$ cat src/rtl/exec_pkg.sv
// -----------------------------------------------------------------------------
// exec_pkg
// Shared definitions for the execute stage: opcode encodings, the control
// state enumeration and bit positions inside the packed status-flag vector.
// -----------------------------------------------------------------------------
package exec_pkg;

  // Opcode encodings (4-bit opcode field). Values 0xB..0xF pass A through.
  localparam logic [3:0] OP_NOP = 4'h0;
  localparam logic [3:0] OP_INC = 4'h1;
  localparam logic [3:0] OP_DEC = 4'h2;
  localparam logic [3:0] OP_ADD = 4'h3;
  localparam logic [3:0] OP_SUB = 4'h4;
  localparam logic [3:0] OP_AND = 4'h5;
  localparam logic [3:0] OP_OR  = 4'h6;
  localparam logic [3:0] OP_XOR = 4'h7;
  localparam logic [3:0] OP_SHL = 4'h8;
  localparam logic [3:0] OP_SHR = 4'h9;
  localparam logic [3:0] OP_MUL = 4'hA;

  // Control state: single-cycle operation or multiply in progress.
  typedef enum logic {
    IDLE     = 1'b0,
    MUL_BUSY = 1'b1
  } state_t;

  // Bit positions inside the packed flag vector.
  localparam int FLAG_Z = 0;
  localparam int FLAG_C = 1;
  localparam int FLAG_V = 2;
  localparam int FLAG_W = 3;

endpackage

$ cat src/rtl/exec_mul_seq.sv
// -----------------------------------------------------------------------------
// exec_mul_seq
// Sequential shift-add multiplier, one bit of the multiplier per cycle.
//
// Ports:
//   clk      rising-edge clock
//   rst_n    asynchronous active-low reset (aborts any multiply)
//   start    pulse: latch a/b and begin a DATA_W-cycle multiply
//   a, b     DATA_W-bit unsigned operands
//   busy     multiply in progress
//   done     high during the final iteration cycle; product is valid then
//   product  2*DATA_W-bit product, valid while done is high
//
// done and product are combinational on the final iteration so the caller can
// register the result on the same edge that retires the last bit.
// -----------------------------------------------------------------------------
module exec_mul_seq #(
  parameter int DATA_W = 8
) (
  input  logic                  clk,
  input  logic                  rst_n,
  input  logic                  start,
  input  logic [DATA_W-1:0]     a,
  input  logic [DATA_W-1:0]     b,
  output logic                  busy,
  output logic                  done,
  output logic [2*DATA_W-1:0]   product
);

  localparam int CNT_W = $clog2(DATA_W);

  logic [2*DATA_W-1:0] mcand_reg;
  logic [2*DATA_W-1:0] acc_reg;
  logic [2*DATA_W-1:0] acc_next;
  logic [DATA_W-1:0]   mplier_reg;
  logic [CNT_W-1:0]    cnt_reg;
  logic                busy_reg;

  // Add the shifted multiplicand when the current multiplier LSB is set.
  assign acc_next = acc_reg + (mplier_reg[0] ? mcand_reg : '0);
  assign done     = busy_reg && (cnt_reg == CNT_W'(DATA_W - 1));
  assign busy     = busy_reg;
  assign product  = acc_next;

  always_ff @(posedge clk or negedge rst_n) begin
    if (!rst_n) begin
      mcand_reg  <= '0;
      acc_reg    <= '0;
      mplier_reg <= '0;
      cnt_reg    <= '0;
      busy_reg   <= 1'b0;
    end else if (start) begin
      mcand_reg  <= {{DATA_W{1'b0}}, a};
      mplier_reg <= b;
      acc_reg    <= '0;
      cnt_reg    <= '0;
      busy_reg   <= 1'b1;
    end else if (busy_reg) begin
      acc_reg    <= acc_next;
      mcand_reg  <= mcand_reg << 1;
      mplier_reg <= mplier_reg >> 1;
      if (done) begin
        busy_reg <= 1'b0;
        cnt_reg  <= '0;
      end else begin
        cnt_reg  <= cnt_reg + 1'b1;
      end
    end
  end

endmodule

$ cat src/rtl/execute_unit.sv
// -----------------------------------------------------------------------------
// execute_unit
// Parametrised execute stage between decode and register-file writeback.
// Single-cycle ALU ops retire one cycle after acceptance; MUL runs on a
// sequential shift-add multiplier and retires DATA_W cycles after acceptance.
//
// Ports:
//   clk, rst_n           clock, asynchronous active-low reset
//   in_valid / in_ready  upstream handshake (transfer when both high)
//   opcode               operation select (see exec_pkg)
//   operand              destination register address
//   data_a, data_b       source operands
//   out_valid/out_ready  writeback handshake (transfer when both high)
//   result, write_addr   registered result and destination address
//   flag_z/flag_c/flag_v zero, carry/borrow/clamp/mul-overflow, signed overflow
// -----------------------------------------------------------------------------
module execute_unit
  import exec_pkg::*;
#(
  parameter int DATA_W = 8,
  parameter int ADDR_W = 4,
  parameter bit SAT_EN = 1'b0
) (
  input  logic              clk,
  input  logic              rst_n,
  input  logic              in_valid,
  output logic              in_ready,
  input  logic [3:0]        opcode,
  input  logic [ADDR_W-1:0] operand,
  input  logic [DATA_W-1:0] data_a,
  input  logic [DATA_W-1:0] data_b,
  output logic              out_valid,
  input  logic              out_ready,
  output logic [DATA_W-1:0] result,
  output logic [ADDR_W-1:0] write_addr,
  output logic              flag_z,
  output logic              flag_c,
  output logic              flag_v
);

  localparam int SH_W = $clog2(DATA_W);
  localparam int MSB  = DATA_W - 1;

  state_t state_reg, state_next;

  logic                  accept;
  logic                  is_mul;
  logic                  mul_start;
  logic                  mul_busy;
  logic                  mul_done;
  logic [2*DATA_W-1:0]   mul_product;
  logic [FLAG_W-1:0]     mul_flags;
  logic [ADDR_W-1:0]     mul_addr_reg;

  logic [DATA_W-1:0]     alu_res;
  logic [FLAG_W-1:0]     alu_flags;
  logic [DATA_W:0]       arith_ext;
  logic [DATA_W-1:0]     arith_b;
  logic                  arith_sub;

  logic                  out_valid_reg;
  logic [DATA_W-1:0]     result_reg;
  logic [ADDR_W-1:0]     write_addr_reg;
  logic [FLAG_W-1:0]     flags_reg;

  // A new instruction is taken only when idle and the output slot is free
  // or being drained on this same edge.
  assign in_ready = (state_reg == IDLE) && !mul_busy && (!out_valid_reg || out_ready);
  assign accept   = in_valid && in_ready;
  assign is_mul   = (opcode == OP_MUL);

  // ---------------------------------------------------------------------------
  // Combinational ALU (everything except MUL)
  // ---------------------------------------------------------------------------
  always_comb begin
    alu_res   = data_a;
    alu_flags = '0;
    arith_sub = (opcode == OP_SUB) || (opcode == OP_DEC);
    arith_b   = ((opcode == OP_INC) || (opcode == OP_DEC)) ? DATA_W'(1) : data_b;
    // One extra bit captures carry-out on add and borrow on subtract.
    arith_ext = arith_sub ? ({1'b0, data_a} - {1'b0, arith_b})
                          : ({1'b0, data_a} + {1'b0, arith_b});
    case (opcode)
      OP_INC, OP_DEC, OP_ADD, OP_SUB: begin
        alu_res           = arith_ext[DATA_W-1:0];
        alu_flags[FLAG_C] = arith_ext[DATA_W];
        // Signed overflow uses the unclamped result: add overflows when the
        // operands agree in sign, subtract when they differ, and the result
        // sign then disagrees with A.
        alu_flags[FLAG_V] = (arith_sub ? (data_a[MSB] != arith_b[MSB])
                                       : (data_a[MSB] == arith_b[MSB]))
                            && (arith_ext[MSB] != data_a[MSB]);
        if (SAT_EN && arith_ext[DATA_W]) begin
          alu_res = arith_sub ? '0 : '1;
        end
      end
      OP_AND:  alu_res = data_a & data_b;
      OP_OR:   alu_res = data_a | data_b;
      OP_XOR:  alu_res = data_a ^ data_b;
      OP_SHL:  alu_res = data_a << data_b[SH_W-1:0];
      OP_SHR:  alu_res = data_a >> data_b[SH_W-1:0];
      default: alu_res = data_a;
    endcase
    alu_flags[FLAG_Z] = (alu_res == '0);
  end

  // ---------------------------------------------------------------------------
  // Multiplier
  // ---------------------------------------------------------------------------
  exec_mul_seq #(
    .DATA_W (DATA_W)
  ) u_mul (
    .clk     (clk),
    .rst_n   (rst_n),
    .start   (mul_start),
    .a       (data_a),
    .b       (data_b),
    .busy    (mul_busy),
    .done    (mul_done),
    .product (mul_product)
  );

  always_comb begin
    mul_flags         = '0;
    mul_flags[FLAG_Z] = (mul_product[DATA_W-1:0] == '0);
    mul_flags[FLAG_C] = |mul_product[2*DATA_W-1:DATA_W];
  end

  // ---------------------------------------------------------------------------
  // Control FSM
  // ---------------------------------------------------------------------------
  always_comb begin
    state_next = state_reg;
    mul_start  = 1'b0;
    case (state_reg)
      IDLE: begin
        if (accept && is_mul) begin
          state_next = MUL_BUSY;
          mul_start  = 1'b1;
        end
      end
      MUL_BUSY: begin
        if (mul_done) begin
          state_next = IDLE;
        end
      end
      default: state_next = IDLE;
    endcase
  end

  always_ff @(posedge clk or negedge rst_n) begin
    if (!rst_n) begin
      state_reg      <= IDLE;
      out_valid_reg  <= 1'b0;
      result_reg     <= '0;
      write_addr_reg <= '0;
      flags_reg      <= '0;
      mul_addr_reg   <= '0;
    end else begin
      state_reg <= state_next;
      if (accept) begin
        if (is_mul) begin
          // Any previous result drained on this edge (accept implies it).
          mul_addr_reg  <= operand;
          out_valid_reg <= 1'b0;
        end else begin
          result_reg     <= alu_res;
          write_addr_reg <= operand;
          flags_reg      <= alu_flags;
          out_valid_reg  <= 1'b1;
        end
      end else if (mul_done) begin
        result_reg     <= mul_product[DATA_W-1:0];
        write_addr_reg <= mul_addr_reg;
        flags_reg      <= mul_flags;
        out_valid_reg  <= 1'b1;
      end else if (out_valid_reg && out_ready) begin
        out_valid_reg <= 1'b0;
      end
    end
  end

  assign out_valid  = out_valid_reg;
  assign result     = result_reg;
  assign write_addr = write_addr_reg;
  assign flag_z     = flags_reg[FLAG_Z];
  assign flag_c     = flags_reg[FLAG_C];
  assign flag_v     = flags_reg[FLAG_V];

endmodule
$ cat config.mk
export PLATFORM = sky130hd
export DESIGN_NAME = execute_unit
export DESIGN_NICKNAME = d
export VERILOG_FILES = /design/src/rtl/exec_pkg.sv /design/src/rtl/exec_mul_seq.sv /design/src/rtl/execute_unit.sv
export SDC_FILE = /design/constraint.sdc
export NUM_CORES = 1
export LEC_CHECK = 0
export CORE_ASPECT_RATIO = 1.4
export CORE_MARGIN = 2
export CORE_UTILIZATION = 40
export DETAILED_ROUTE_END_ITERATION = 6
export GPL_TIMING_DRIVEN = 0
export SYNTH_ARGS = -nofsm -noshare
export SYNTH_HDL_FRONTEND = slang
export SYNTH_SLANG_ARGS = --single-unit
$ cat constraint.sdc
create_clock -name clk -period 6.8 [get_ports clk]
set_input_delay 1.02 -clock clk [delete_from_list [all_inputs] [get_ports clk]]
set_output_delay 1.02 -clock clk [all_outputs]
set_load 0.02 [all_outputs]
# ---- Word-level counts from Yosys, hierarchy flattened
# Index checks and enable logic that the tools add are counted.
dict set report totals {
  out_inout_bits 17
  reg_bits 65
  elab_cells 91
  input_bits 28
}
dict set report op_classes {
  n_shift 2
  eq_ne 15
  mux 34
  bitwise 4
  reduce_logical 21
  addsub 4
}
# op n
set op_table {}
lappend op_table {{$mux W16} 5}
lappend op_table {{$mux W8} 6}
lappend op_table {{$pmux W8 S6} 1}
lappend op_table {{$mux W3} 6}
lappend op_table {{$add A16 B16 Y16} 1}
lappend op_table {{$eq A4 B3 Y1 const B} 4}
lappend op_table {{$logic_not A8 Y1} 2}
lappend op_table {{$eq A4 B4 Y1 const B} 3}
lappend op_table {{$mux W4} 3}
lappend op_table {{$mux W1} 10}
lappend op_table {{$add A8 B8 Y9} 1}
lappend op_table {{$mux W9} 1}
lappend op_table {{$sub A8 B8 Y9} 1}
lappend op_table {{$and A8 B8 Y8} 1}
lappend op_table {{$eq A4 B2 Y1 const B} 2}
lappend op_table {{$or A8 B8 Y8} 1}
lappend op_table {{$reduce_or A8 Y1} 1}
lappend op_table {{$shl A8 B3 Y8} 1}
lappend op_table {{$shr A8 B3 Y8} 1}
lappend op_table {{$xor A8 B8 Y8} 1}
lappend op_table {{$logic_and A1 B1 Y1} 7}
lappend op_table {{$eq A4 B1 Y1 const B} 1}
lappend op_table {{$reduce_and A2 Y1} 2}
lappend op_table {{$reduce_bool A2 Y1} 2}
lappend op_table {{12 further kinds} 16}

# ---- Longest topological paths before layout
# Gate-level depths: netlist (run 1).
dict set report depth {
  ltp_word 10
  ltp_mapped 19
  ltp_nobuf 17
}

# ---- Hierarchy
# Synthesis (run 1) repeated with hierarchy kept, for this count alone.
dict set report unflattened {
  hier_cells 676
  hier_area_um2 5945.7
}
# mod area_per_inst_um2 seq_area_each_um2 cells_per_inst n_inst
set modules_own_cells {}
lappend modules_own_cells {execute_unit 3007.9 525.5 365 1}
lappend modules_own_cells {exec_mul_seq 2937.8 1101.1 311 1}

# ---- Least setup slack after synthesis (run 1)
# Ideal clock, no wire load.
dict set report synth_path {
  kind {input -> register}
  from {input opcode[0]}
  to {register flags_reg[0]}
  path_buffers 3
  path_slack_ns 2.159
  t_arrival_ns 4.549
  setup_time_ns 0.092
  t_required_ns 6.708
  path_stages 17
  cell_sequence {buf_4 > buf_2 > nor2b_1 > o21ai_0 > clkbuf_1 > nand2_1 > ha_1 > inv_1 > o21ai_0 > fa_1 > nor3_1 > o21a_1 > a211oi_1 > a31oi_1 > or3b_1 > or4b_1 > o31ai_2}
}
dict set report synth_between {
  elab_chain_len 9
  elab_cells_between_ends 23
  cone_classes {add/sub (2); eq/ne (11); mux (5); reduce/logical (5)}
}
# element line_no
set synth_lines {}
lappend synth_lines {{from (decl)} execute_unit.sv:28} ;# input logic [3:0] opcode,
lappend synth_lines {{$eq A4 B1 Y1 / $eq A4 B2 Y1 (equally long branches)} {execute_unit.sv:79, execute_unit.sv:83, execute_unit.sv:78}}
lappend synth_lines {{$logic_or A1 B1 Y1} execute_unit.sv:79} ;# arith_b = ((opcode == OP_INC) || (opcode == OP_DEC)) ? DATA_W'(1) : data_b;
lappend synth_lines {{$mux W8} execute_unit.sv:79}
lappend synth_lines {{$add A8 B8 Y9 / $sub A8 B8 Y9 (equally long branches)} {execute_unit.sv:82, execute_unit.sv:81}}
lappend synth_lines {{$mux W9} execute_unit.sv:81} ;# arith_ext = arith_sub ? ({1'b0, data_a} - {1'b0, arith_b})
lappend synth_lines {{$pmux W8 S6} execute_unit.sv:83} ;# case (opcode)
lappend synth_lines {{$logic_not A8 Y1} execute_unit.sv:104} ;# alu_flags[FLAG_Z] = (alu_res == '0);
lappend synth_lines {{$mux W3} execute_unit.sv:162} ;# if (is_mul) begin
lappend synth_lines {{$mux W3} execute_unit.sv:161} ;# if (accept) begin
lappend synth_lines {{to (signal assigned)} execute_unit.sv:169} ;# flags_reg <= alu_flags;
lappend synth_lines {{to (signal assigned)} execute_unit.sv:175} ;# flags_reg <= mul_flags;
lappend synth_lines {{to (decl)} execute_unit.sv:64} ;# logic [FLAG_W-1:0] flags_reg;
# Several ways; a longest one is shown, not always the timed one. The select of a mux whose other input is x is not followed.
# A chain may end at the register's enable or synchronous reset.

# ---- Worst setup path after layout (run 1)
dict set report layout_path {
  from {input opcode[3]}
  to {register flags_reg[0]}
}
# Same word-level chain as after synthesis.

==> flow_metrics.py, run 1 <==
metrics = {
    "status": {
        "status": "complete, no violations",
    },
    "sta": {
        "drv_slew": 0,
        "setup_tns_ps": 0,
        "rsz0062_at_grt": "false",
        "relSlewSlack_pct": 33.6,
        "setup_viol": 0,
        "tightest_slew_ps": 983,
        "fin_crit_sh_pct": 81.0,
        "max_freq_mhz": 182,
        "finalCriticalPeriod_ps": 5510,
        "skew_ps": 3.09,
        "hold_viol_final": 0,
    },
    "clock_network": {
        "cts-root-buf": "clkbuf_16",
        "cts_tree": "done",
        "cts_setup_buffers": 0,
        "cts.path.max_buffers": 2,
        "path_clk_slew_ps": 50,
        "clk_latency_ps": 330,
        "hold_buffers": 0,
        "cts_buffers": 9,
        "ctsHtreeMaxLevel": 3,
        "ctsResizeCount": 0,
        "cts.sinks": 65,
    },
    "yosys": {
        "synth_compound_area_share_pct": 24.3,
        "avgSynthCellArea_um2": 7.92,
        "synthXorXnorAreaFrac_pct": 3.00,
        "yosysWarnings": 0,
        "ys_ff_latch": 65,
        "postSynthCellCount": 701,
        "ys_types": 69,
        "synth-async-reset-ratio_pct": 100,
        "syn_nets": 774,
        "synth-edff-count": 0,
        "synth_fa_ha_area_share_pct": 10.4,
        "yosysSeqAreaShare_pct": 29.3,
        "synth_top_family_by_area": "compound AO/OA/AOI/OAI gates",
        "synth_ff_type": "dfrtp_1",
        "syn_area_mm2": 0.00555,
        "synth_mux_area_share_pct": 3.85,
        "yosys.area_share.simple_pct": 23.8,
    },
    "worst_setup_path": {
        "crit_type": "in2reg",
        "crit_chain": "clkdlybuf4s50_1 -> clkbuf_1 -> nor2_1 -> o21ai_0 -> clkbuf_1 -> nand2_1 -> ha_1 -> inv_1 -> o21ai_0 -> fa_1 -> nor2b_1 -> a31oi_1 -> o31ai_1 -> a31oi_1 -> or3b_1 -> or4b_1 -> o31ai_2",
        "cp_max_fo": 10,
        "arrival_ps": 5750,
        "cpMaxStageDelayCell": "fa_1",
        "crit_path_start_kind": "primary input",
        "cp-end-kind": "flop",
        "worst_ep_required_time_ps": 7040,
        "max_stage_delay_ps": 620,
    },
    "cells_and_area": {
        "area_delta_synth_final_pct": 16.8,
        "mostFrequentLayoutCell": "nand2_1",
        "drive_gt1_share_pct": 4.87,
        "layout_common_cells": "133 x nand2_1, 65 x dfrtp_1, 46 x o21ai_0, 43 x ha_1, 42 x clkdlybuf4s50_1",
        "fillers": 1365,
        "antenna-diode-count": 0,
        "layout.nets": 828,
    },
    "routing": {
        "drtPass1Iterations": 5,
        "wire_per_inst_um": 19.2,
        "antenna_left": 0,
        "drt_wl_total_um": 18100,
        "drt_iter0_drc": 347,
        "drc": 0,
        "vias": 5583,
        "vias_per_cell": 5.93,
    },
    "hold_path": {
        "min_path_type": "reg2reg",
    },
    "global_route": {
        "grt_pass1_wl_um": 28600,
        "grt-ovfl-total": 0,
        "grt_max_degree": 66,
        "antenna_found_initial": 0,
        "grt_pass1_vias": 5453,
        "track_usage_pct": 24.6,
    },
    "floorplan": {
        "die_area_mm2": 0.0149,
        "initial_utilization_pct": 41.3,
        "design.core.area_mm2": 0.0135,
        "io_pins": 45,
        "die_h_um": 143,
        "rows": 50,
        "fp.dieW_um": 104,
    },
    "power": {
        "p_leak_nw": 2.85,
        "peakVddDrop_uv": 141,
        "p_per_area_mw_per_mm2": 309,
        "power_w": 0.00200,
    },
    "placed_design": {
        "hpwl_um": 14100,
        "port_buffers": 43,
        "place_congestion": 0.996,
    },
    "job": {
        "maxCapViolations": 0,
    },
}
critical path: cells and delay by family:
| kind | cells | cell delay (ps) |
|---|---|---|
| compound gates | 6 | 1080 |
| buf+inv | 4 | 1360 |
| simple gates | 5 | 1340 |
| fa+ha+maj | 2 | 930 |
path summary, 6_finish.rpt:
check / startpoint / endpoint / slack [ps] / cells past startpoint
worst max-delay path: opcode[3] / flags_reg[0] / 1290 / 17
worst min-delay path: mul_addr_reg[1] / mul_addr_reg[1] / 470 / 2
worst max register to register: u_mul.mplier_reg[0] / flags_reg[1] / 3520 / 10
worst min register to register: mul_addr_reg[1] / mul_addr_reg[1] / 470 / 2
max in group asynchronous: rst_n / result[4] / 5440 / 1
min in group asynchronous: rst_n / u_mul.acc_reg[12] / 770 / 1
power breakdown:
| group | total, W | switching, W | leakage, nW | internal (W) |
|---|---|---|---|---|
| Clock | 0.000430 | 0.000165 | 0.139 | 0.000265 |
| Combinational | 0.000950 | 0.000586 | 1.86 | 0.000365 |
| Sequential | 0.000622 | 0.0000913 | 0.851 | 0.000531 |
per-stage QoR:
step                      hold slack (ps)  worst slack [ps]  instance area [µm²]  utilization (%)  instances
after floorplan                       446              2160                 5550                -        701
after global routing                  507              1010                 6480             48.2        942
after CTS                             475              1330                 6480             48.2        942
after global placement                458              1030                 6210             46.2        926
after detailed placement              463              1000                 6210             46.1        926
final                                 474              1290                 6480             48.2        942
cell usage after synthesis (3+ instances only):
cell	n	area [µm²]
nand2_1	133	499
dfrtp_1	65	1630
o21ai_0	46	230
ha_1	43	538
a21oi_1	38	190
nor2_1	36	135
clkbuf_1	33	124
nor3_1	28	140
inv_1	27	101
a31oi_1	21	131
and2_1	21	131
a22oi_1	14	105
xnor2_1	14	123
nand2b_1	11	68.8
nand3_1	10	50.1
mux2i_1	9	90.1
nor2b_1	9	56.3
a211oi_1	8	60.1
and3_1	8	50.1
o211ai_1	8	60.1
a21o_1	7	52.6
o21a_1	7	52.6
a311oi_1	6	52.6
o22ai_1	5	31.3
xor2_1	5	43.8
a2111oi_0	4	35.0
a211o_1	4	35.0
mux4_2	4	90.1
nor3b_1	4	30.0
nor4_1	4	25.0
o221ai_1	4	35.0
or3_1	4	25.0
buf_2	3	15.0
buf_4	3	22.5
mux2_2	3	33.8
o31a_1	3	26.3
o31ai_1	3	22.5
or2_2	3	18.8
cell families after synthesis:
family	Yosys count
mux	16
simple gates	282
compound gates	202
buf+inv	72
flops	65
fa+ha+maj	45
xor+xnor	19
metal layers:
metal | track usage [%] | up-vias | routed length, µm
met2 | 46.4 | 183 | 9550
li1 | - | 2653 | -
met4 | 13.0 | 0 | 827
met5 | 0 | - | 0
met3 | 2.99 | 47 | 713
met1 | 27.1 | 2700 | 6980
layout make-up:
| type | count | area [µm²] | share of cell area (%) |
|---|---|---|---|
| inverter | 30 | 113 | 1.74 |
| clock inverter | 3 | 15.0 | 0.232 |
| multi-input combinational | 564 | 3630 | 56.0 |
| buffer | 42 | 180 | 2.78 |
| clock buffer | 13 | 260 | 4.01 |
| timing repair buffer | 43 | 428 | 6.60 |
| sequential | 65 | 1630 | 25.1 |
| tap | 182 | 228 | 3.51 |
(Power assumes the default switching activity.)
==> inputs of run 2 (changes only) <==
- clock period: 6.8 -> 5.23 ns (I/O delays scaled with it)
==> flow_metrics.py, run 2 (same netlist as run 1, synthesis figures left out) <==
metrics = {
    "sta": {
        "drv_slew": 0,
        "rsz0062_at_grt": "false",
        "max_freq_mhz": 202,
        "fin_crit_sh_pct": 94.6,
        "skew_ps": 2.60,
        "hold_ws_ps": 478,
        "finalCriticalPeriod_ps": 4950,
        "relSlewSlack_pct": 34.3,
        "setup_viol": 0,
        "tightest_slew_ps": 972,
        "hold_viol_final": 0,
    },
    "routing": {
        "routed-wl-met2_um": 9620,
        "wire_per_inst_um": 19.2,
        "vias_per_cell": 5.91,
        "drc": 0,
        "maxUsedRoutingLayer": "met4",
        "route.met3.wl_um": 689,
        "antenna_left": 0,
        "drt_wl_total_um": 18100,
        "drtPass1Iterations": 5,
        "met1_length_um": 6960,
        "drt_iter0_drc": 278,
        "vias": 5560,
    },
    "cells_and_area": {
        "antenna-diode-count": 0,
        "layout_common_cells": "133 x nand2_1, 65 x dfrtp_1, 46 x o21ai_0, 43 x ha_1, 41 x clkdlybuf4s50_1",
        "area_delta_synth_final_pct": 16.8,
        "drive_gt1_share_pct": 5.28,
        "stdcell_count": 940,
        "layout.nets": 826,
        "mostFrequentLayoutCell": "nand2_1",
    },
    "worst_setup_path": {
        "cp_max_fo": 10,
        "crit_path_start_kind": "primary input",
        "reg2reg_from": "u_mul.mplier_reg[0]",
        "crit_type": "in2reg",
        "crit_path_start": "data_b[1]",
        "worst_ep_required_time_ps": 5470,
        "cp-end-kind": "flop",
        "arrival_ps": 5190,
    },
    "clock_network": {
        "ctsHtreeMaxLevel": 3,
        "cts-root-buf": "clkbuf_16",
        "cts_setup_buffers": 0,
        "cts.sinks": 65,
        "cts_tree": "done",
        "clk_latency_ps": 330,
        "cts.path.max_buffers": 2,
        "cts_buffers": 9,
        "path_clk_slew_ps": 50,
    },
    "floorplan": {
        "die_area_mm2": 0.0149,
        "design.core.area_mm2": 0.0135,
        "io_pins": 45,
        "initial_utilization_pct": 41.3,
        "fp.dieW_um": 104,
        "rows": 50,
        "die_h_um": 143,
    },
    "placed_design": {
        "hpwl_um": 14100,
        "port_buffers": 43,
        "dp_cells": 926,
        "place_congestion": 0.996,
    },
    "hold_path": {
        "min_path_type": "reg2reg",
        "worst_hold_startpoint": "mul_addr_reg[1]",
    },
    "status": {
        "status": "complete, no violations",
    },
    "job": {
        "maxCapViolations": 0,
    },
    "global_route": {
        "grt_pass1_vias": 5421,
        "grt_max_degree": 66,
        "grt_pass1_wl_um": 28500,
        "grt-ovfl-total": 0,
        "antenna_found_initial": 0,
        "track_usage_pct": 24.6,
    },
    "power": {
        "p_leak_nw": 2.86,
        "p_per_area_mw_per_mm2": 401,
        "peakVddDrop_uv": 182,
    },
}
==> run 2: path summary, 6_finish.rpt <==
path	cells past startpoint	to	slack (ps)
max in group asynchronous	1	result[4]	4120
worst max-delay path	15	flags_reg[0]	280
worst max register to register	10	flags_reg[1]	1960
worst min-delay path	2	mul_addr_reg[1]	480
worst min register to register	2	mul_addr_reg[1]	480
min in group asynchronous	1	u_mul.acc_reg[12]	530
==> run 2: layer usage <==
metal  vias up  global-route usage (%)
li1       2644                       -
met1      2708                    26.9
met2       163                    46.5
met3        45                    2.99
met4         0                    12.8
met5         -                       0
==> run 2: timing repair <==
action | 4_1_cts | 5_1_grt
gates resized for setup | 0 | 7
hold buffers | 0 | 0
gates cloned | 0 | 0
endpoints found under the setup margin | 1 | 1
==> run 2: final cells by class <==
class                           count  area (µm²)
Fill cell                        1365        6970
Multi-Input combinational cell    564        3630
Sequential cell                    65        1630
Timing Repair Buffer               43         430
Clock buffer                       13         260
Tap cell                          182         228
Buffer                             40         178
Inverter                           30         113
Clock inverter                      3        15.0
==> run 2: where the power goes <==
group	switching (W)	internal, W	total [W]	leakage [nW]
clock network	0.000213	0.000344	0.000557	0.139
logic	0.000761	0.000474	0.00124	1.87
registers	0.000119	0.000690	0.000809	0.851
total	0.00109	0.00151	0.00260	2.86
==> run 2: per-stage QoR <==
step	utilization, %	setup slack [ps]	instance area [µm²]	total power, W	setup TNS, ps
after floorplan	-	825	5550	0.00159	0
after global placement	46.2	-300	6210	0.00201	-300
after detailed placement	46.1	-330	6210	0.00205	-420
after CTS	48.1	117	6470	0.00261	0
after global routing	48.2	4.73	6480	0.00278	0
final	48.2	282	6480	0.00260	0
==> run 2: worst max-delay path: stages <==
cell             delay, ps
clkdlybuf4s50_1        590
clkbuf_1               380
clkbuf_2               370
nand2_1                100
ha_1                   300
inv_1                   50
o21ai_0                190
fa_1                   620
nor2b_1                150
a31oi_1                 50
o31ai_1                260
a31oi_1                220
or3b_1                 380
or4b_1                 520
o31ai_2                230
==> inputs of run 3 (changes only) <==
- GPL_ROUTABILITY_DRIVEN: not set -> 0
- SYNTH_HIERARCHICAL: not set -> 1
==> flow_metrics.py, run 3 <==
metrics = {
    "global_route": {
        "grt_max_degree": 66,
        "antenna_found_initial": 0,
        "grt_pass1_wl_um": 27300,
        "track_usage_pct": 21.8,
        "grt_pass1_vias": 5337,
        "grt-ovfl-total": 0,
    },
    "yosys": {
        "synth.top_cell.area_share_pct": 27.4,
        "ys_ff_latch": 65,
        "yosysSeqAreaShare_pct": 27.4,
        "synth_top_cell_by_area": "dfrtp_1",
        "yosysWarnings": 6,
        "syn_nets": 749,
        "synth_top_cells_by_area": "dfrtp_1 27%, ha_1 9.0%, mux2i_1 8.8%, nand2_1 5.2%, o21ai_0 4.3%",
        "ys_types": 88,
        "postSynthCellCount": 676,
        "synth-async-reset-ratio_pct": 100,
        "synth-edff-count": 0,
        "ys_top_cells_by_count": "83 x nand2_1, 65 x dfrtp_1, 52 x mux2i_1",
        "synth_ff_type": "dfrtp_1",
        "syn_area_mm2": 0.00595,
        "post-synth-top-count-cell": "nand2_1",
        "avgSynthCellArea_um2": 8.80,
    },
    "clock_network": {
        "hold_buffers": 0,
        "cts_setup_buffers": 0,
        "cts.sinks": 65,
        "clk_latency_ps": 340,
        "cts.path.max_buffers": 2,
        "cts_buffers": 9,
        "cts-root-buf": "clkbuf_16",
        "ctsResizeCount": 0,
        "path_clk_slew_ps": 60,
        "cts_tree": "done",
        "ctsHtreeMaxLevel": 3,
    },
    "power": {
        "peakVddDrop_uv": 241,
        "p_per_area_mw_per_mm2": 456,
        "power_w": 0.00314,
        "p_leak_nw": 2.75,
    },
    "cells_and_area": {
        "seqCellArea_mm2": 0.00163,
        "mostFrequentLayoutCell": "nand2_1",
        "multi_input_area_mm2": 0.00388,
        "area_delta_synth_final_pct": 15.9,
        "layout.nets": 803,
        "fillers": 1417,
        "drive_gt1_share_pct": 11.0,
        "fin_util_pct": 47.5,
        "layout_common_cells": "83 x nand2_1, 65 x dfrtp_1, 52 x mux2i_1, 51 x o21ai_0, 49 x nor2_1",
        "antenna-diode-count": 0,
    },
    "routing": {
        "wire_per_inst_um": 18.4,
        "vias_per_cell": 5.86,
        "vias": 5415,
        "routed-wl-met2_um": 8620,
        "maxUsedRoutingLayer": "met4",
        "antenna_left": 0,
        "drt_iter0_drc": 272,
        "drc": 0,
        "route.met3.wl_um": 818,
        "drt_wl_total_um": 17000,
        "met1_length_um": 6990,
        "drtPass1Iterations": 6,
    },
    "worst_setup_path": {
        "crit_type": "in2reg",
        "arrival_ps": 5010,
        "crit_path_start_kind": "primary input",
        "crit_chain": "clkdlybuf4s50_1 -> buf_2 -> xnor2_1 -> or3_1 -> clkbuf_1 -> nand2_1 -> inv_1 -> ha_1 -> nand2_1 -> o21ai_0 -> inv_1 -> ha_1 -> nor2b_1 -> o2111a_1 -> or4_2 -> nand3_1 -> a22oi_2 -> or3_1 -> o21ai_2",
        "cp-end-kind": "flop",
        "worst_ep_required_time_ps": 5490,
        "cpMaxStageDelayCell": "or4_2",
        "max_stage_delay_ps": 610,
        "cp_max_fo": 10,
    },
    "sta": {
        "setup_viol": 0,
        "rsz0062_at_grt": "false",
        "tightest_slew_ps": 922,
        "skew_ps": 5.50,
        "drv_slew": 0,
        "finalCriticalPeriod_ps": 4750,
        "relSlewSlack_pct": 38.4,
        "max_freq_mhz": 211,
        "setup_tns_ps": 0,
        "hold_viol_final": 0,
        "fin_crit_sh_pct": 90.8,
        "hold_ws_ps": 473,
    },
    "floorplan": {
        "die_h_um": 148,
        "rows": 52,
        "initial_utilization_pct": 41.0,
        "die_area_mm2": 0.0159,
        "design.core.area_mm2": 0.0145,
        "io_pins": 45,
        "fp.dieW_um": 107,
    },
    "placed_design": {
        "port_buffers": 43,
        "hpwl_um": 13100,
    },
    "hold_path": {
        "min_path_type": "reg2reg",
    },
    "status": {
        "status": "complete, no violations",
    },
    "job": {
        "maxCapViolations": 0,
    },
}
==> run 3: path summary, 6_finish.rpt <==
kind	start	to	slack, ps	depth (start not counted)
worst min register to register	mul_addr_reg[3]	mul_addr_reg[3]	470	2
max in group asynchronous	rst_n	result[4]	4120	1
worst min-delay path	mul_addr_reg[3]	mul_addr_reg[3]	470	2
worst max-delay path	opcode[1]	flags_reg[0]	480	19
min in group asynchronous	rst_n	u_mul/mcand_reg[13]	530	1
worst max register to register	u_mul/mplier_reg[0]	flags_reg[1]	1590	12
==> run 3: metrics by stage <==
stage | std cells | cell area [µm²] | worst slack [ps]
final | 924 | 6890 | 480
after global routing | 924 | 6890 | 240
after CTS | 924 | 6890 | 511
after detailed placement | 908 | 6610 | 191
after global placement | 908 | 6610 | 210
after floorplan | 676 | 5950 | 1100
==> run 3: kinds of logic after synthesis <==
kind of cell | after synthesis | synth area share, %
AO/OA/AOI/OAI | 164 | 18.9
multiplexers | 63 | 12.4
AND/OR/NAND/NOR | 246 | 21.3
XOR/XNOR | 20 | 2.95
adder cells (fa/ha/maj) | 45 | 9.72
flip-flops | 65 | 27.4
buffers and inverters | 73 | 7.45
==> run 3: worst max-delay path, delay by kind of cell <==
kind	cells	cell delay, ps
simple gates	7	1770
compound gates	4	620
buf+inv	5	1160
fa+ha+maj	2	530
xor+xnor	1	130
==> run 3: layout make-up <==
cell class	instances	share of cell area, %
inverter	29	1.58
clock inverter	6	0.617
sequential	65	23.6
multi-input combinational	538	56.2
tap	189	3.43
timing repair buffer	43	6.21
clock buffer	10	3.47
buffer	44	4.85
==> run 3: report_power, final <==
group | total (W) | leakage (nW) | internal, W | switching (W)
registers | 0.000766 | 0.711 | 0.000659 | 0.000107
logic | 0.00181 | 1.90 | 0.000753 | 0.00106
clock network | 0.000565 | 0.135 | 0.000334 | 0.000231
==> run 3: routing by layer <==
metal | global-route usage [%] | vias up
met2 | 37.7 | 164
met4 | 10.5 | 0
met5 | 0 | -
met1 | 26.6 | 2642
li1 | - | 2565
met3 | 2.80 | 44
